### src/rtl/winner_scan_nxn_pkg.sv
// winner_scan_nxn_pkg: cell codes, FSM states and scan directions for the board engine.
// Revision 1.0
`default_nettype none
package winner_scan_nxn_pkg;

  typedef enum logic [2:0] {
    ST_IDLE  = 3'd0,
    ST_CHECK = 3'd1,
    ST_SCAN  = 3'd2,
    ST_PAD   = 3'd3,
    ST_DONE  = 3'd4
  } state_t;

  localparam logic [1:0] CELL_EMPTY = 2'b00;
  localparam logic [1:0] CELL_X     = 2'b01;
  localparam logic [1:0] CELL_O     = 2'b10;

  localparam logic [1:0] DIR_ROW  = 2'd0;
  localparam logic [1:0] DIR_COL  = 2'd1;
  localparam logic [1:0] DIR_DIAG = 2'd2;
  localparam logic [1:0] DIR_ANTI = 2'd3;

  function automatic logic [1:0] other_player(input logic [1:0] p);
    return (p == CELL_X) ? CELL_O : CELL_X;
  endfunction

endpackage
`default_nettype wire

### src/rtl/winner_scan_nxn_line_walker.sv
// winner_scan_nxn_line_walker: maps (row, col, direction, offset) to an on-board flag and flat cell index.
// Revision 1.0
`default_nettype none
module winner_scan_nxn_line_walker
  import winner_scan_nxn_pkg::*;
#(
  parameter int N  = 4,
  parameter int RW = $clog2(N),
  parameter int CW = RW + 2,
  parameter int IW = $clog2(N * N)
) (
  input  logic [RW-1:0]        i_row,
  input  logic [RW-1:0]        i_col,
  input  logic [1:0]           i_dir,
  input  logic signed [CW-1:0] i_off,
  output logic                 o_on_board,
  output logic [IW-1:0]        o_idx
);

  localparam logic signed [CW-1:0] C_N    = CW'(N);
  localparam logic signed [CW-1:0] C_ZERO = '0;

  logic signed [CW-1:0] w_r;
  logic signed [CW-1:0] w_c;

  always_comb begin
    w_r = $signed({2'b00, i_row});
    w_c = $signed({2'b00, i_col});
    unique case (i_dir)
      DIR_ROW:  w_c = w_c + i_off;
      DIR_COL:  w_r = w_r + i_off;
      DIR_DIAG: begin
        w_r = w_r + i_off;
        w_c = w_c + i_off;
      end
      default: begin
        w_r = w_r + i_off;
        w_c = w_c - i_off;
      end
    endcase
    o_on_board = (w_r >= C_ZERO) && (w_r < C_N) && (w_c >= C_ZERO) && (w_c < C_N);
    // Index is only meaningful when on-board; the caller pads the board so any value is safe.
    o_idx = IW'(int'(w_r) * N + int'(w_c));
  end

endmodule
`default_nettype wire

### src/rtl/winner_scan_nxn.sv
// winner_scan_nxn: N x N K-in-a-row board engine; walks the 4 lines through each move at fixed latency.
// Revision 1.0
`default_nettype none
module winner_scan_nxn
  import winner_scan_nxn_pkg::*;
#(
  parameter int N            = 4,
  parameter int K            = 4,
  parameter int ENFORCE_TURN = 1
) (
  input  logic                   clk,
  input  logic                   rst_n,
  input  logic                   i_clear,
  input  logic                   i_move_valid,
  output logic                   o_move_ready,
  input  logic [$clog2(N)-1:0]   i_move_row,
  input  logic [$clog2(N)-1:0]   i_move_col,
  input  logic [1:0]             i_move_who,
  output logic                   o_result_valid,
  output logic                   o_win,
  output logic [1:0]             o_who,
  output logic                   o_draw,
  output logic                   o_illegal,
  output logic                   o_game_over,
  output logic [2*N*N-1:0]       o_board
);

  localparam int RW    = $clog2(N);
  localparam int CW    = RW + 2;
  localparam int IW    = $clog2(N * N);
  localparam int NCELL = N * N;
  localparam int NPAD  = 1 << IW;
  localparam int RUNW  = $clog2(K + 1);
  localparam int CNTW  = $clog2(N * N + 1);

  localparam logic signed [CW-1:0] C_OFF_LO  = CW'(-(K - 1));
  localparam logic signed [CW-1:0] C_OFF_HI  = CW'(K - 1);
  localparam logic signed [CW-1:0] C_OFF_ONE = CW'(1);
  localparam logic [RUNW-1:0]      C_K       = RUNW'(K);
  localparam logic [RUNW-1:0]      C_KM1     = RUNW'(K - 1);
  localparam logic [CNTW-1:0]      C_FULL    = CNTW'(NCELL);

  state_t               r_state;
  state_t               w_next;
  logic [2*NCELL-1:0]   r_board;
  logic [RW-1:0]        r_row;
  logic [RW-1:0]        r_col;
  logic [1:0]           r_who;
  logic [1:0]           r_turn;
  logic [1:0]           r_dir;
  logic signed [CW-1:0] r_off;
  logic [RUNW-1:0]      r_run;
  logic                 r_hit;
  logic                 r_pend_illegal;
  logic [CNTW-1:0]      r_cnt;
  logic                 r_win;
  logic [1:0]           r_win_who;
  logic                 r_draw;
  logic                 r_illegal;
  logic                 r_result_valid;

  logic [2*NPAD-1:0]    w_board_ext;
  logic                 w_accept;
  logic                 w_on;
  logic [IW-1:0]        w_idx;
  logic [IW-1:0]        w_chk_idx;
  logic [1:0]           w_cell;
  logic [1:0]           w_chk_cell;
  logic                 w_illegal;
  logic                 w_match;
  logic                 w_last_off;
  logic                 w_last_step;

  winner_scan_nxn_line_walker #(.N(N)) u_walker (
    .i_row      (r_row),
    .i_col      (r_col),
    .i_dir      (r_dir),
    .i_off      (r_off),
    .o_on_board (w_on),
    .o_idx      (w_idx)
  );

  // Board padded to a power-of-two cell count so any computed index stays in range.
  assign w_board_ext = (2*NPAD)'(r_board);
  assign w_chk_idx   = IW'(int'(r_row) * N + int'(r_col));
  assign w_cell      = w_board_ext[2*w_idx +: 2];
  assign w_chk_cell  = w_board_ext[2*w_chk_idx +: 2];
  assign w_accept    = i_move_valid && (r_state == ST_IDLE) && !i_clear;
  assign w_match     = (r_state == ST_SCAN) && w_on && (w_cell == r_who);
  assign w_last_off  = (r_off == C_OFF_HI);
  assign w_last_step = w_last_off && (r_dir == DIR_ANTI);

  assign w_illegal = (int'(r_row) >= N) || (int'(r_col) >= N) ||
                     (w_chk_cell != CELL_EMPTY) ||
                     (r_who == CELL_EMPTY) || (r_who == 2'b11) ||
                     o_game_over ||
                     ((ENFORCE_TURN != 0) && (r_who != r_turn));

  always_ff @(posedge clk or negedge rst_n) begin
    if (!rst_n) r_state <= ST_IDLE;
    else        r_state <= w_next;
  end

  always_comb begin
    w_next = r_state;
    unique case (r_state)
      ST_IDLE:  if (w_accept) w_next = ST_CHECK;
      ST_CHECK: w_next = w_illegal ? ST_PAD : ST_SCAN;
      ST_SCAN,
      ST_PAD:   if (w_last_step) w_next = ST_DONE;
      ST_DONE:  w_next = ST_IDLE;
      default:  w_next = ST_IDLE;
    endcase
    if (i_clear) w_next = ST_IDLE;
  end

  always_ff @(posedge clk or negedge rst_n) begin
    if (!rst_n) begin
      r_board <= '0; r_row <= '0; r_col <= '0; r_who <= CELL_EMPTY;
      r_turn <= CELL_X; r_dir <= DIR_ROW; r_off <= C_OFF_LO; r_run <= '0;
      r_hit <= 1'b0; r_pend_illegal <= 1'b0; r_cnt <= '0; r_win <= 1'b0;
      r_win_who <= CELL_EMPTY; r_draw <= 1'b0; r_illegal <= 1'b0; r_result_valid <= 1'b0;
    end else if (i_clear) begin
      r_board <= '0; r_row <= '0; r_col <= '0; r_who <= CELL_EMPTY;
      r_turn <= CELL_X; r_dir <= DIR_ROW; r_off <= C_OFF_LO; r_run <= '0;
      r_hit <= 1'b0; r_pend_illegal <= 1'b0; r_cnt <= '0; r_win <= 1'b0;
      r_win_who <= CELL_EMPTY; r_draw <= 1'b0; r_illegal <= 1'b0; r_result_valid <= 1'b0;
    end else begin
      r_result_valid <= 1'b0;
      unique case (r_state)
        ST_IDLE: begin
          if (w_accept) begin
            r_row <= i_move_row;
            r_col <= i_move_col;
            r_who <= i_move_who;
          end
        end
        ST_CHECK: begin
          r_pend_illegal <= w_illegal;
          r_dir          <= DIR_ROW;
          r_off          <= C_OFF_LO;
          r_run          <= '0;
          r_hit          <= 1'b0;
          if (!w_illegal) begin
            r_board[2*w_chk_idx +: 2] <= r_who;
            r_cnt                     <= r_cnt + CNTW'(1);
            r_turn                    <= other_player(r_turn);
          end
        end
        ST_SCAN, ST_PAD: begin
          if (w_match && (r_run == C_KM1)) r_hit <= 1'b1;
          if (w_last_off) begin
            r_off <= C_OFF_LO;
            r_dir <= r_dir + 2'd1;
            r_run <= '0;
          end else begin
            r_off <= r_off + C_OFF_ONE;
            if (!w_match)          r_run <= '0;
            else if (r_run != C_K) r_run <= r_run + RUNW'(1);
          end
        end
        ST_DONE: begin
          r_result_valid <= 1'b1;
          r_illegal      <= r_pend_illegal;
          if (!r_pend_illegal) begin
            if (r_hit) begin
              r_win     <= 1'b1;
              r_win_who <= r_who;
            end else if (r_cnt == C_FULL) begin
              r_draw <= 1'b1;
            end
          end
        end
        default: ;
      endcase
    end
  end

  assign o_move_ready   = (r_state == ST_IDLE);
  assign o_result_valid = r_result_valid;
  assign o_win          = r_win;
  assign o_who          = r_win_who;
  assign o_draw         = r_draw;
  assign o_illegal      = r_illegal;
  assign o_game_over    = r_win | r_draw;
  assign o_board        = r_board;

endmodule
`default_nettype wire
### config.mk
export PLATFORM = sky130hd
export DESIGN_NAME = winner_scan_nxn
export DESIGN_NICKNAME = d
export VERILOG_FILES = /design/src/rtl/winner_scan_nxn_pkg.sv /design/src/rtl/winner_scan_nxn_line_walker.sv /design/src/rtl/winner_scan_nxn.sv
export SDC_FILE = /design/constraint.sdc
export NUM_CORES = 1
export LEC_CHECK = 0
export CORE_UTILIZATION = 55
export DETAILED_ROUTE_END_ITERATION = 10
export DONT_BUFFER_PORTS = 1
export PLACE_DENSITY = 0.71
export RECOVER_POWER = 25
export SYNTH_ARGS = -nofsm -noshare
export SYNTH_HDL_FRONTEND = slang
export SYNTH_SLANG_ARGS = --single-unit
### constraint.sdc
create_clock -name clk -period 5.4 [get_ports clk]
set_input_delay 1.08 -clock clk [delete_from_list [all_inputs] [get_ports clk]]
set_output_delay 1.08 -clock clk [all_outputs]
set_load 0.1 [all_outputs]
==> impl_metrics.csv <==
group,metric,value,unit
synthesis,synth_top_family_by_area,"simple AND/OR/NAND/NOR gates",
placement,pre_cts_slack,1.437,ns
worst_setup_path,worstPathRequired,5.66,ns
timing,worstMarginPinSlew,1.035,ns
synthesis,synth_common_cells,"nor2_1, dfrtp_1, nand2_1",
global_routing,grt_pass1_vias,3133,
clocking,clock_latency,0.36,ns
placement,numPortBuffers,0,
worst_setup_path,regToRegStartpoint,"r_dir[0]",
detailed_routing,wirelength,9911,µm
synthesis,yosys.area_share.adder,6.994,%
synthesis,yosysMostFrequentCell,"nor2_1",
cells_and_area,diodes,0,
clocking,root_buffer,"clkbuf_8",
worst_setup_path,cp-end-kind,"flop",
cells_and_area,fillCellCount,670,
global_routing,grt_antenna_before_repair,0,
clocking,cts.clk_slew.worst_paths,0.08,ns
synthesis,ys_seq_elements,65,
global_routing,grt_pass1_wl,16440,µm
timing,fin_hold_ws,0.4060,ns
worst_setup_path,startpoint,"r_dir[0]",
placement,gp_congestion,0.8754,
timing,slew_viol_final,0,
synthesis,syn_inst,429,
clocking,clockBufferDepth,2,
synthesis,yosys_most_used_dff,"dfrtp_1",
timing,worst_slack,1.383,ns
floorplanning,die_width,88.87,µm
clocking,postCtsSetupBuffers,0,
synthesis,synth-compound-area-share,8.773,%
worst_setup_path,cp.arrival,4.27,ns
global_routing,globalRouteOverflowTotal,0,
floorplanning,die_h,88.87,µm
cells_and_area,fin_nets,456,
run_status,outcome,"complete, no violations",
flow_run,maxCapViolCount,0,
timing,setup_tns,0,ns
clocking,cts_tree,"built",
clocking,htreeDepth,3,
synthesis,synth_area,4150,µm²
worst_setup_path,cpPeakStageDelay,0.59,ns
worst_setup_path,critPathKind,"flop to flop",
synthesis,synth_xor_area_share,2.321,%
synthesis,synth_mux_area_share,16.46,%
synthesis,synth_edf_count,0,
floorplanning,coreArea,7292,µm²
synthesis,synth_top_cell_by_area,"dfrtp_1",
detailed_routing,firstDrtPassIters,7,
detailed_routing,vias_per_cell,6.180,
cells_and_area,post-route-cell-area,4427,µm²
synthesis,synthArstFlopShare,100.0,%
floorplanning,ioPinCount,50,
timing,rsz0062_at_grt,"false",
detailed_routing,wl_per_cell,18.77,µm
timing,fmax,248.9,MHz
worst_setup_path,cp_max_fo,8,
power,max-vdd-ir-drop,153.6,µV
synthesis,synth-simple-area-share,22.25,%
power,p_per_area,409.7,nW/µm²
timing,skew,0.01207,ns
detailed_routing,vias,3263,
worst_setup_path,reg2reg_slack,1.38,ns
synthesis,ys_top_cells_by_area,"dfrtp_1, mux2i_1, nor2_1",
placement,placed_area,4224,µm²
floorplanning,die_area,7897,µm²
floorplanning,initial_utilization,56.91,%
clocking,numCtsBuffers,9,
worst_setup_path,start_kind,"flop",
detailed_routing,drt-initial-drc-count,349,
synthesis,yosysWarnings,0,
floorplanning,fp-row-count,31,
clocking,cts_hold_buf,0,
cells_and_area,fin_util,60.71,%
timing,slew_headroom,31.00,%
clocking,ctsResizeCount,0,
synthesis,synth_top_area_share,36.78,%
synthesis,synth_nets,461,
timing,setup_viol,0,
timing,finalCritPeriodShare,74.39,%
global_routing,grtUsageTotal,28.37,%
timing,fin_crit,4.017,ns
global_routing,grt_start_max_net_pins,66,
hold_path,hold_class,"primary input to async pin",
timing,hold_viol,0,
detailed_routing,route.detailed.drc,0,
worst_setup_path,slowest_stage,"mux2i_1",
synthesis,netlist-cell-type-count,52,
cells_and_area,drive_gt1_share,10.26,%
synthesis,yosysSeqAreaShare,39.31,%
power,p_leak,0.001939,µW
detailed_routing,drtAntennaViolNets,0,
worst_setup_path,crit_family,"multiplexers",
cells_and_area,syn_to_final_growth,6.663,%
placement,dpl.hpwl,7334,µm
worst_setup_path,path_cells,"inv_1 -> ha_1 -> nor2_1 -> o21ai_0 -> fa_1 -> mux2i_1 -> mux4_1 -> and2b_1 -> a21oi_1 -> a22oi_1 -> xnor2_1 -> nand3_2 -> o311ai_2",
clocking,cts.sinks,65,
synthesis,synth_area_per_cell,9.674,µm²
worst_setup_path,cp_num_buf_inv,1,
registers in the layout (all words and copies together), names as in the netlist, 3 cells and up:
| signal | flops |
|---|---|
| r_cnt | 5 |
| r_run | 3 |
| o_board | 32 |
| r_off | 4 |
| r_state | 3 |
cells by family (layout without fill, tap and decap cells):
family / count (synthesis) / in the layout
compound gates: 59 / 59
buf+inv: 37 / 37
xor+xnor: 11 / 11
fa+ha+maj: 22 / 22
mux: 50 / 50
simple gates: 185 / 185
flops: 65 / 65
layer usage:
metal	share of wire [%]	vias to the layer above	track usage [%]
met5	0	-	0
met4	1.8	0	9.531
met3	9.4	16	10.35
met2	45	129	40.63
met1	44	1599	39.80
li1	-	1519	-
metrics by stage:
step           std cells  total power (µW)
5_1_grt              528              1925
3_3_place_gp         512              1358
3_5_place_dp         512              1384
6_report             528              1814
4_1_cts              528              1813
2_1_floorplan        429              1211
cells in the final DEF (no fill, tap or decap), types with 10 or more instances in the layout:
master / count
o21ai_0: 13
nor2_1: 72
dfrtp_1: 61
inv_1: 17
ha_1: 20
nand2_1: 37
and3_1: 11
a21oi_1: 21
nand3_1: 10
mux2i_1: 35
path summary, 6_finish.rpt:
kind | endpoint | cells after the start
min in group clk | r_run[2] | 2
setup reg to reg | r_run[2] | 13
hold reg to reg | r_run[2] | 2
max in group asynchronous | r_turn[0] | 0
setup / recovery | r_run[2] | 13
hold / removal | r_run[1] | 0
where the power goes:
part / switching [µW] / leakage, µW / internal (µW)
combinational: 449 / 0.000959 / 307
sequential: 101 / 0.000887 / 529
clock: 211 / 0.0000925 / 217
area by class of cell:
cell class,count,area [µm²],share of cell area (%)
inverter,19,71.32,1.611
timing repair buffer,2,35.03,0.7914
tap,99,123.9,2.798
clock buffer,9,123.9,2.798
multi-input combinational,327,2362,53.36
sequential,65,1632,36.86
clock inverter,7,78.83,1.781
No activity file was read; power rests on OpenSTA's default activity.
